File: src/rtl/imem_dmem_arbiter_pkg.sv
// rtl/imem_dmem_arbiter_pkg.sv - shared types and helpers for the IF/D memory arbiter
// Purpose: return-owner tag encoding, streak counter width, word-address helper.
// Ports: none (package imem_dmem_arb_pkg).
package imem_dmem_arb_pkg;

  typedef enum logic [1:0] {
    OWN_NONE = 2'd0,
    OWN_IF   = 2'd1,
    OWN_D    = 2'd2
  } owner_e;

  localparam int STREAK_W = 4;

  // Word index of a byte address: bits [aw+1:2], zero-extended to 32 bits.
  function automatic logic [31:0] word_addr(input logic [31:0] addr, input int aw);
    return (addr >> 2) & ((32'd1 << aw) - 32'd1);
  endfunction

endpackage

File: src/rtl/imem_dmem_arbiter_if.sv
// rtl/imem_dmem_arbiter_if.sv - bus bundle between fetch/LSU, arbiter and memory
// Purpose: groups the IF request/return, D request/return and memory signals.
// Modports: slave = arbiter view, master = core + memory view.
// Optional: IMEM_DMEM_ARBITER_ALIGN_CHECK_EN adds if_err / d_err.
interface imem_dmem_arbiter_if #(
  parameter int AW = 8
);
  logic          if_req;
  logic [31:0]   if_addr;
  logic          if_gnt;
  logic          if_rvalid;
  logic [31:0]   if_rdata;

  logic          d_req;
  logic          d_we;
  logic [31:0]   d_addr;
  logic [31:0]   d_wdata;
  logic          d_gnt;
  logic          d_rvalid;
  logic [31:0]   d_rdata;

  logic          mem_en;
  logic          mem_we;
  logic [AW-1:0] mem_addr;
  logic [31:0]   mem_wdata;
  logic [31:0]   mem_rdata;

`ifdef IMEM_DMEM_ARBITER_ALIGN_CHECK_EN
  logic          if_err;
  logic          d_err;

  modport slave (
    input  if_req, if_addr, d_req, d_we, d_addr, d_wdata, mem_rdata,
    output if_gnt, if_rvalid, if_rdata, if_err,
    output d_gnt, d_rvalid, d_rdata, d_err,
    output mem_en, mem_we, mem_addr, mem_wdata
  );

  modport master (
    output if_req, if_addr, d_req, d_we, d_addr, d_wdata, mem_rdata,
    input  if_gnt, if_rvalid, if_rdata, if_err,
    input  d_gnt, d_rvalid, d_rdata, d_err,
    input  mem_en, mem_we, mem_addr, mem_wdata
  );
`else
  modport slave (
    input  if_req, if_addr, d_req, d_we, d_addr, d_wdata, mem_rdata,
    output if_gnt, if_rvalid, if_rdata,
    output d_gnt, d_rvalid, d_rdata,
    output mem_en, mem_we, mem_addr, mem_wdata
  );

  modport master (
    output if_req, if_addr, d_req, d_we, d_addr, d_wdata, mem_rdata,
    input  if_gnt, if_rvalid, if_rdata,
    input  d_gnt, d_rvalid, d_rdata,
    input  mem_en, mem_we, mem_addr, mem_wdata
  );
`endif

endinterface

File: src/rtl/imem_dmem_arbiter_streak_cnt.sv
// rtl/imem_dmem_arbiter_streak_cnt.sv - saturating fairness counter for the arbiter
// Purpose: counts consecutive D grants while IF waits; at_limit forces an IF win.
// Ports: clk, reset (async, active-high), inc, clr (wins over inc), limit, at_limit.
module arb_streak_cnt #(
  parameter int W = 4
) (
  input  logic         clk,
  input  logic         reset,
  input  logic         inc,
  input  logic         clr,
  input  logic [W-1:0] limit,
  output logic         at_limit
);

  logic [W-1:0] cnt;

  always_ff @(posedge clk or posedge reset) begin
    if (reset) begin
      cnt <= '0;
    end else if (clr) begin
      cnt <= '0;
    end else if (inc && (cnt != limit)) begin
      cnt <= cnt + 1'b1;
    end
  end

  assign at_limit = (cnt == limit);

endmodule

File: src/rtl/imem_dmem_arbiter.sv
// rtl/imem_dmem_arbiter.sv - per-cycle arbiter sharing one sync-read memory between IF and D
// Purpose: one grant per cycle (D preferred, IF forced after MAX_STREAK D wins),
//          drive the memory on the grant cycle, route read data back one cycle later.
// Ports: clk, reset (async, active-high), bus (imem_dmem_arbiter_if.slave):
//          if_req/if_addr -> if_gnt, if_rvalid/if_rdata
//          d_req/d_we/d_addr/d_wdata -> d_gnt, d_rvalid/d_rdata
//          mem_en/mem_we/mem_addr/mem_wdata -> memory, mem_rdata <- memory
// Optional: IMEM_DMEM_ARBITER_ALIGN_CHECK_EN adds if_err/d_err and suppresses
//           misaligned accesses.
module imem_dmem_arbiter #(
  parameter int AW         = 8,
  parameter int MAX_STREAK = 4
) (
  input  logic                  clk,
  input  logic                  reset,
  imem_dmem_arbiter_if.slave    bus
);
  import imem_dmem_arb_pkg::*;

  logic        at_limit;
  logic        if_gnt;
  logic        d_gnt;
  logic        any_gnt;
  logic [31:0] granted_addr;
  logic        misalign;
  owner_e      tag;
  owner_e      tag_next;
  logic        if_bad;
  logic        d_bad;
  logic [31:0] if_rdata_q;
  logic [31:0] d_rdata_q;
  logic [31:0] if_rdata_now;
  logic [31:0] d_rdata_now;

  // D wins unless IF has been waiting through MAX_STREAK D grants.
  always_comb begin
    if_gnt = 1'b0;
    d_gnt  = 1'b0;
    if (bus.d_req && (!bus.if_req || !at_limit)) begin
      d_gnt = 1'b1;
    end else if (bus.if_req) begin
      if_gnt = 1'b1;
    end
  end

  assign any_gnt      = if_gnt | d_gnt;
  assign granted_addr = d_gnt ? bus.d_addr : bus.if_addr;

  arb_streak_cnt #(
    .W (STREAK_W)
  ) u_streak (
    .clk      (clk),
    .reset    (reset),
    .inc      (d_gnt & bus.if_req),
    .clr      (if_gnt | ~bus.if_req),
    .limit    (STREAK_W'(MAX_STREAK)),
    .at_limit (at_limit)
  );

`ifdef IMEM_DMEM_ARBITER_ALIGN_CHECK_EN
  logic if_err_q;
  logic d_err_q;

  assign misalign = any_gnt && (granted_addr[1:0] != 2'b00);

  // Error flags ride alongside the owner tag; a misaligned store still
  // reports d_err even though it never produces a d_rvalid.
  always_ff @(posedge clk or posedge reset) begin
    if (reset) begin
      if_err_q <= 1'b0;
      d_err_q  <= 1'b0;
    end else begin
      if_err_q <= if_gnt & misalign;
      d_err_q  <= d_gnt & misalign;
    end
  end

  assign if_bad     = if_err_q;
  assign d_bad      = d_err_q;
  assign bus.if_err = if_err_q;
  assign bus.d_err  = d_err_q;
`else
  assign misalign = 1'b0;
  assign if_bad   = 1'b0;
  assign d_bad    = 1'b0;
`endif

  // Memory side is idle (all zero) whenever nothing is granted.
  assign bus.mem_en    = any_gnt & ~misalign;
  assign bus.mem_we    = bus.mem_en & d_gnt & bus.d_we;
  assign bus.mem_addr  = any_gnt ? AW'(word_addr(granted_addr, AW)) : '0;
  assign bus.mem_wdata = d_gnt ? bus.d_wdata : '0;
  assign bus.if_gnt    = if_gnt;
  assign bus.d_gnt     = d_gnt;

  // Stores never own a return slot.
  always_comb begin
    tag_next = OWN_NONE;
    if (if_gnt) begin
      tag_next = OWN_IF;
    end else if (d_gnt && !bus.d_we) begin
      tag_next = OWN_D;
    end
  end

  always_ff @(posedge clk or posedge reset) begin
    if (reset) begin
      tag <= OWN_NONE;
    end else begin
      tag <= tag_next;
    end
  end

  assign bus.if_rvalid = (tag == OWN_IF);
  assign bus.d_rvalid  = (tag == OWN_D);

  // mem_rdata only becomes valid in the return cycle, so it is passed straight
  // through then and captured so rdata holds while rvalid is low.
  assign if_rdata_now = if_bad ? 32'd0 : bus.mem_rdata;
  assign d_rdata_now  = d_bad  ? 32'd0 : bus.mem_rdata;

  always_ff @(posedge clk or posedge reset) begin
    if (reset) begin
      if_rdata_q <= '0;
      d_rdata_q  <= '0;
    end else begin
      if (bus.if_rvalid) begin
        if_rdata_q <= if_rdata_now;
      end
      if (bus.d_rvalid) begin
        d_rdata_q <= d_rdata_now;
      end
    end
  end

  assign bus.if_rdata = bus.if_rvalid ? if_rdata_now : if_rdata_q;
  assign bus.d_rdata  = bus.d_rvalid  ? d_rdata_now  : d_rdata_q;

endmodule

File: src/flat_wrapper.sv
// flat-port wrapper written by rule: the top's interface ports become plain ports
module imem_dmem_arbiter_flat import imem_dmem_arb_pkg::*;
#(
  parameter int AW         = 8,
  parameter int MAX_STREAK = 4
)
  (clk, reset, bus_if_req, bus_if_addr, bus_d_req, bus_d_we, bus_d_addr, bus_d_wdata, bus_mem_rdata, bus_if_gnt, bus_if_rvalid, bus_if_rdata, bus_d_gnt, bus_d_rvalid, bus_d_rdata, bus_mem_en, bus_mem_we, bus_mem_addr, bus_mem_wdata);
  imem_dmem_arbiter_if #(.AW(AW)) bus_i ();
  input  logic clk;
  input  logic reset;
  input wire logic [$bits(bus_i.if_req)-1:0] bus_if_req;
  input wire logic [$bits(bus_i.if_addr)-1:0] bus_if_addr;
  input wire logic [$bits(bus_i.d_req)-1:0] bus_d_req;
  input wire logic [$bits(bus_i.d_we)-1:0] bus_d_we;
  input wire logic [$bits(bus_i.d_addr)-1:0] bus_d_addr;
  input wire logic [$bits(bus_i.d_wdata)-1:0] bus_d_wdata;
  input wire logic [$bits(bus_i.mem_rdata)-1:0] bus_mem_rdata;
  output wire logic [$bits(bus_i.if_gnt)-1:0] bus_if_gnt;
  output wire logic [$bits(bus_i.if_rvalid)-1:0] bus_if_rvalid;
  output wire logic [$bits(bus_i.if_rdata)-1:0] bus_if_rdata;
  output wire logic [$bits(bus_i.d_gnt)-1:0] bus_d_gnt;
  output wire logic [$bits(bus_i.d_rvalid)-1:0] bus_d_rvalid;
  output wire logic [$bits(bus_i.d_rdata)-1:0] bus_d_rdata;
  output wire logic [$bits(bus_i.mem_en)-1:0] bus_mem_en;
  output wire logic [$bits(bus_i.mem_we)-1:0] bus_mem_we;
  output wire logic [$bits(bus_i.mem_addr)-1:0] bus_mem_addr;
  output wire logic [$bits(bus_i.mem_wdata)-1:0] bus_mem_wdata;
  assign bus_i.if_req = bus_if_req;
  assign bus_i.if_addr = bus_if_addr;
  assign bus_i.d_req = bus_d_req;
  assign bus_i.d_we = bus_d_we;
  assign bus_i.d_addr = bus_d_addr;
  assign bus_i.d_wdata = bus_d_wdata;
  assign bus_i.mem_rdata = bus_mem_rdata;
  assign bus_if_gnt = bus_i.if_gnt;
  assign bus_if_rvalid = bus_i.if_rvalid;
  assign bus_if_rdata = bus_i.if_rdata;
  assign bus_d_gnt = bus_i.d_gnt;
  assign bus_d_rvalid = bus_i.d_rvalid;
  assign bus_d_rdata = bus_i.d_rdata;
  assign bus_mem_en = bus_i.mem_en;
  assign bus_mem_we = bus_i.mem_we;
  assign bus_mem_addr = bus_i.mem_addr;
  assign bus_mem_wdata = bus_i.mem_wdata;
  imem_dmem_arbiter #(.AW(AW), .MAX_STREAK(MAX_STREAK)) u_core (.clk(clk), .reset(reset), .bus(bus_i));
endmodule
File: config.mk
export PLATFORM = sky130hd
export DESIGN_NAME = imem_dmem_arbiter_flat
export DESIGN_NICKNAME = d
export VERILOG_FILES = /design/src/rtl/imem_dmem_arbiter_pkg.sv /design/src/rtl/imem_dmem_arbiter_if.sv /design/src/rtl/imem_dmem_arbiter_streak_cnt.sv /design/src/rtl/imem_dmem_arbiter.sv /design/src/flat_wrapper.sv
export SDC_FILE = /design/constraint.sdc
export NUM_CORES = 1
export LEC_CHECK = 0
export CAP_MARGIN = 30
export CORE_ASPECT_RATIO = 1.5
export CORE_MARGIN = 8
export CORE_UTILIZATION = 31
export DETAILED_ROUTE_END_ITERATION = 10
export PLACE_DENSITY_LB_ADDON = 0.05
export SYNTH_ARGS = -nofsm -noshare
export SYNTH_HDL_FRONTEND = slang
export SYNTH_HIERARCHICAL = 1
export SYNTH_SLANG_ARGS = --single-unit
File: constraint.sdc
create_clock -name clk -period 2 [get_ports clk]
set_input_delay 0.3 -clock clk [delete_from_list [all_inputs] [get_ports clk]]
set_output_delay 0.3 -clock clk [all_outputs]
set_load 0.01 [all_outputs]
== Word level (Yosys, flattened, before mapping) ==
Cells that the tools add are included.
W data, S select, Z words.
Word-level totals
  register bits: 70
  output and inout port bits: 110
Cells by class
  add/sub/neg operators: 1
  equal/unequal tests: 4
  muxes and demuxes: 12
  bitwise gates (word level): 6
  reduce and logical (&&, ||, !) cells: 8
Operators by type and width (number)
  $mux W32: 3
  $mux W10: 1
  $mux W4: 2
  $mux W8: 1
  $add A4 B1 Y4 const B: 1
  $eq A4 B3 Y1 const B: 1
  $mux W2: 2
  $ne A4 B3 Y1 const B: 1
  $and A1 B1 Y1: 3
  $logic_and A1 B1 Y1: 3
  $logic_not A1 Y1: 3
  $mux W1: 3
  $eq A2 B1 Y1 const B: 1
  $eq A2 B2 Y1 const B: 1
  $or A1 B1 Y1: 2
  $reduce_bool A2 Y1: 1
  $logic_or A1 B1 Y1: 1
  $not A1 Y1: 1

== Depth between registers and ports, before layout ==
  depth in word-level cells: 9
  mapped depth: 7

== Hierarchy ==
Netlist, hierarchy kept.
By module, submodules not included
  imem_dmem_arbiter: times used 1, cells an instance 199, area an instance 3076.7 um^2
  arb_streak_cnt: times used 1, cells an instance 24, area an instance 260.2 um^2

== Worst setup path before layout ==
No wires, ideal clock.
  kind: reg-to-output
  from: register u_core.u_streak.cnt[0]
  to: output bus_mem_addr[2]
  data arrival time: 1732 ps
  slack: -32 ps
  cell stages (with the launch flop): 6
  buffers on the path: 1
  cell sequence: dfrtp_1 -> xor2_2 -> nor4_1 -> a21boi_4 -> buf_2 -> a32o_1
On the way
  cells in the longest elaborated chain, start to end: 7
RTL lines
  from (decl): RTL line imem_dmem_arbiter_streak_cnt.sv:15  | logic [W-1:0] cnt;
  from (signal assigned): RTL line imem_dmem_arbiter_streak_cnt.sv:23  | cnt <= cnt + 1'b1;
  $eq A4 B3 Y1 (*): RTL line imem_dmem_arbiter_streak_cnt.sv:27  | assign at_limit = (cnt == limit);
  net u_core.at_limit: RTL line imem_dmem_arbiter.sv:20  | logic at_limit;
  $logic_not A1 Y1 (*): RTL line imem_dmem_arbiter.sv:39  | if (bus.d_req && (!bus.if_req || !at_limit)) begin
  $logic_or A1 B1 Y1 (*): RTL line imem_dmem_arbiter.sv:39
  $logic_and A1 B1 Y1 (*): RTL line imem_dmem_arbiter.sv:39
  $mux W1: RTL line imem_dmem_arbiter.sv:39
  $mux W10 or $or A1 B1 Y1 (tied branches): RTL line imem_dmem_arbiter.sv:47, imem_dmem_arbiter.sv:46
  $mux W8 (*): RTL line imem_dmem_arbiter.sv:91  | assign bus.mem_addr = any_gnt ? AW'(word_addr(granted_addr, AW)) : '0;
  to (decl): RTL line flat_wrapper.sv:26  | output wire logic [$bits(bus_i.mem_addr)-1:0] bus_mem_addr;
The timed path passes the listed nets; every way through them passes the cells marked *.

== Worst setup path after layout ==
  from: register u_core.u_streak.cnt[1]
  to: output bus_mem_addr[3]
The elaborated chain is that of the path after synthesis.

==> run_results.csv <==
group,metric,value,unit
floorplanning,placeableCoreArea,10530,µm²
min_path,min_path_type,"in2async",
floorplanning,initial_core_utilization,31.68,%
timing,timing.final.crit_period,2.363,ns
clocking,clkTransAtPathRegs,0.05,ns
floorplanning,die_h,143.1,µm
worst_setup_path,reg2reg_slack,0.07,ns
floorplanning,fp.dieW,100.7,µm
status,outcome,"complete, but fails checks",
logic_synthesis,synthesis.area_per_instance,14.96,µm²
global_routing,antenna_found_initial,0,
clocking,clk_root_buffer_cell,"sky130_fd_sc_hd__clkbuf_16",
worst_setup_path,crit-reg2reg-capture,"u_core/u_streak/cnt[3]$_DFFE_PP0P_",
worst_setup_path,critical-path-max-stage-delay,0.40,ns
placed_design,placement.io_buffers,194,
global_routing,gr-usage-met3,8.382,%
detailed_routing,post-route-drc-count,0,
logic_synthesis,yosys_warnings,6,
global_routing,grt_remaining_overflow,0,
detailed_routing,dr_total_vias,2823,
clocking,ctsLongestPathBuffers,2,
final_layout,layout.filler_cells,878,
worst_setup_path,path_cells,"xor2_2 -> nor4_2 -> buf_4 -> a21boi_4 -> buf_6 -> a32o_1 -> buf_6",
timing,hold_viol,0,
pwr,power.combinational.fraction,33.7,%
placed_design,routability_cong,0.7653,
pwr,power,5.394,mW
clocking,cts.hold.buffers_added,0,
clocking,clkLatencyLatePin,0.33,ns
detailed_routing,drt_first_iter_violations,51,
timing,holdWs,0.2332,ns
global_routing,global_route.usage.met1,15.35,%
floorplanning,die_area,14410,µm²
worst_setup_path,setup.worst_path.end_class,"output pin",
timing,setup_total_negative_slack,-11.09,ns
job,maxCapViolations,0,
logic_synthesis,cell_area_after_synthesis,3337,µm²
worst_setup_path,timing.critical_path.mode_cell,"sky130_fd_sc_hd__buf_6",
logic_synthesis,synth_cell_type_count,27,
logic_synthesis,syn_inst,223,
worst_setup_path,worstPathBufferInverterCount,3,
clocking,cts.htree.levels,3,
final_layout,mostFrequentLayoutCell,"sky130_fd_sc_hd__clkdlybuf4s50_1",
detailed_routing,detail-route-antenna-nets,0,
final_layout,drive_gt1_share,58.91,%
placed_design,dp.final_hpwl,7995,µm
pwr,power_report.internal_total,4.075,mW
timing,rsz0062_at_grt,"yes",
final_layout,ff_latch_area,1753,µm²
pwr,switching_share,24.45,%
worst_setup_path,critPathRequiredTime,1.70,ns
global_routing,grtUsageMet2,30.17,%
global_routing,grt_pass1_vias,3318,
clocking,cts_inserted_buffers,9,
floorplanning,rows,46,
worst_setup_path,setup.worst_path.start_class,"flop",
pwr,cellLeakagePower,3.176,nW
clocking,tritoncts,"yes",
worst_setup_path,critical_path.slowest_cell,"sky130_fd_sc_hd__dfrtp_1",
pwr,switching_power,1.319,mW
global_routing,grt_first_pass_wirelength,17970,µm
timing,timing.final.setup_violations,60,
worst_setup_path,class_of_the_most_critical_setup_path,"reg2out",
detailed_routing,routedWlPerCell,18.68,µm
status,failed_checks,"negative setup slack",
worst_setup_path,cp_top_family,"buffers and inverters",
worst_setup_path,worst_r2r_path_depth,9,
final_layout,multi_input_comb_area,1718,µm²
timing,post-route-period-util,118.1,%
clocking,cts_num_sinks,70,
floorplanning,io_pins,243,
final_layout,layout_common_cells,"83 x sky130_fd_sc_hd__clkdlybuf4s50_1, 82 x sky130_fd_sc_hd__buf_6, 69 x sky130_fd_sc_hd__dfrtp_1, 64 x sky130_fd_sc_hd__mux2_4, 48 x sky130_fd_sc_hd__buf_2",
global_routing,grt_start_max_net_pins,27,
detailed_routing,vias_per_cell,4.425,
global_routing,gr-usage-all-layers,16.61,%
detailed_routing,number_of_iterations_in_the_first_detailed_routing_pass,2,
timing,clock.fmax,0.4232,GHz
final_layout,ant_diodes,0,
worst_setup_path,crit-reg2reg-launch,"u_core/u_streak/cnt[3]$_DFFE_PP0P_",
worst_setup_path,crit_fanout,6,
worst_setup_path,critPathArrivalTime,2.06,ns
pwr,power-per-cell-area,828.7,nW/µm²
detailed_routing,wirelength,11920,µm
logic_synthesis,ys_seq_area_share,52.49,%
pwr,power.sequential.fraction,32.3,%
global_routing,grt-busiest-layer,"met2",
pwr,vdd_drop_max,0.3542,mV
logic_synthesis,synth.ff_latch_count,70,
timing,final_max_slew_viol_count,0,
final_layout,numnets_final,623,
timing,fin_ws,-0.3629,ns
final_layout,syn_to_final_growth,95.05,%
timing,final.setup_skew,0.005379,ns
pwr,clock_power_share,34.0,%
## synth_stat cells
library cell               instances  share of area, %
sky130_fd_sc_hd__or2_2             1              0.19
sky130_fd_sc_hd__a21oi_1           2              0.30
sky130_fd_sc_hd__buf_4             1              0.23
sky130_fd_sc_hd__conb_1            2              0.23
sky130_fd_sc_hd__clkbuf_1          3              0.34
sky130_fd_sc_hd__mux2_4           58                26
sky130_fd_sc_hd__mux2i_1           1              0.30
sky130_fd_sc_hd__buf_2             3              0.45
sky130_fd_sc_hd__a21boi_4          1              0.56
sky130_fd_sc_hd__and2_1           35               6.6
sky130_fd_sc_hd__inv_1             4              0.45
sky130_fd_sc_hd__mux2_2            6               2.0
sky130_fd_sc_hd__xor2_2            1              0.49
sky130_fd_sc_hd__nand2b_1          2              0.37
sky130_fd_sc_hd__nor2_1            2              0.23
sky130_fd_sc_hd__xor2_1            4               1.0
sky130_fd_sc_hd__o21ai_0           2              0.30
sky130_fd_sc_hd__o41ai_4           1              0.83
sky130_fd_sc_hd__a32o_1            8               2.4
sky130_fd_sc_hd__nor4_1            1              0.19
sky130_fd_sc_hd__nand2_1           1              0.11
sky130_fd_sc_hd__buf_6             7               2.4
sky130_fd_sc_hd__nand3_1           1              0.15
sky130_fd_sc_hd__or3_1             2              0.37
sky130_fd_sc_hd__dfrtp_1          70                52
sky130_fd_sc_hd__ha_1              1              0.37
sky130_fd_sc_hd__nor2b_1           3              0.56
## what timing repair did
| item | 4_1_cts | 5_1_grt |
|---|---|---|
| gates resized for setup | 514 | 89 |
| pin swaps | 43 | 12 |
| endpoints found under the setup margin | 110 | 111 |
| buffers inserted | 39 | 18 |
| cloned | 14 | 0 |
## registers in the layout, summed over array words and instances, names as in the netlist
name	flops
u_core/u_streak/cnt	4
u_core/if_rdata_q	32
u_core/d_rdata_q	32
u_core/tag	2
## worst max-delay path by stage
stage	depth (start not counted)	to	slack [ns]	from
detailed placement	6	bus_mem_wdata[30]	-0.63	u_core/u_streak/cnt[3]$_DFFE_PP0P_
global route	7	bus_mem_addr[3]	-0.46	u_core/u_streak/cnt[1]$_DFFE_PP0P_
floorplan	1	u_core/d_rdata_q[0]$_DFF_PP0_	0.05	reset
CTS	7	bus_mem_addr[5]	-0.40	u_core/u_streak/cnt[0]$_DFFE_PP0P_
finish	7	bus_mem_addr[3]	-0.36	u_core/u_streak/cnt[1]$_DFFE_PP0P_
global placement	6	bus_mem_wdata[24]	-0.62	u_core/u_streak/cnt[2]$_DFFE_PP0P_
## metal layers
metal	vias up	wire length, µm
met1	1368	4003
met5	-	0
li1	1307	-
met3	10	1325
met2	138	6438
met4	0	147
## stage by stage
stage | setup slack, ns | utilization (%) | cells | instance area (µm²)
final | -0.3629 | 61.80 | 638 | 6509
after global routing | -0.4574 | 61.80 | 638 | 6509
after CTS | -0.3958 | 59.92 | 634 | 6311
after detailed placement | -0.6303 | 52.98 | 567 | 5580
after global placement | -0.6180 | 52.98 | 567 | 5580
after floorplan | 0.04519 | - | 225 | 3351
## cells by family (layout without fill, tap and decap cells)
group	Yosys count	after routing	share of synthesized area [%]
DFF	70	70	52.49
buffers and inverters	18	280	3.824
xor gates and xnor gates	5	5	1.537
adders and majority gates	1	1	0.3749
other	2	4	0.2251
and+or+nand+nor	48	48	8.736
muxes	65	65	28.42
AOI/OAI and AO/OA	14	21	4.387
## area by class of cell
| class | count | area share [%] |
|---|---|---|
| clock buffer | 13 | 3.998 |
| clock inverter | 3 | 1.384 |
| inverter | 4 | 0.2307 |
| multi-input combinational | 144 | 26.39 |
| sequential | 70 | 26.93 |
| tap | 144 | 2.768 |
| timing repair buffer | 260 | 38.29 |
## power by group through the flow
stage	combinational [mW]	sequential, mW	clock (mW)
3_5_place_dp	1.68	1.76	0
5_1_grt	1.94	1.76	1.95
2_1_floorplan	0.765	1.74	0
3_3_place_gp	1.68	1.75	0
6_report	1.82	1.74	1.83
4_1_cts	1.69	1.74	1.89
No activity file was read; power rests on OpenSTA's default activity.
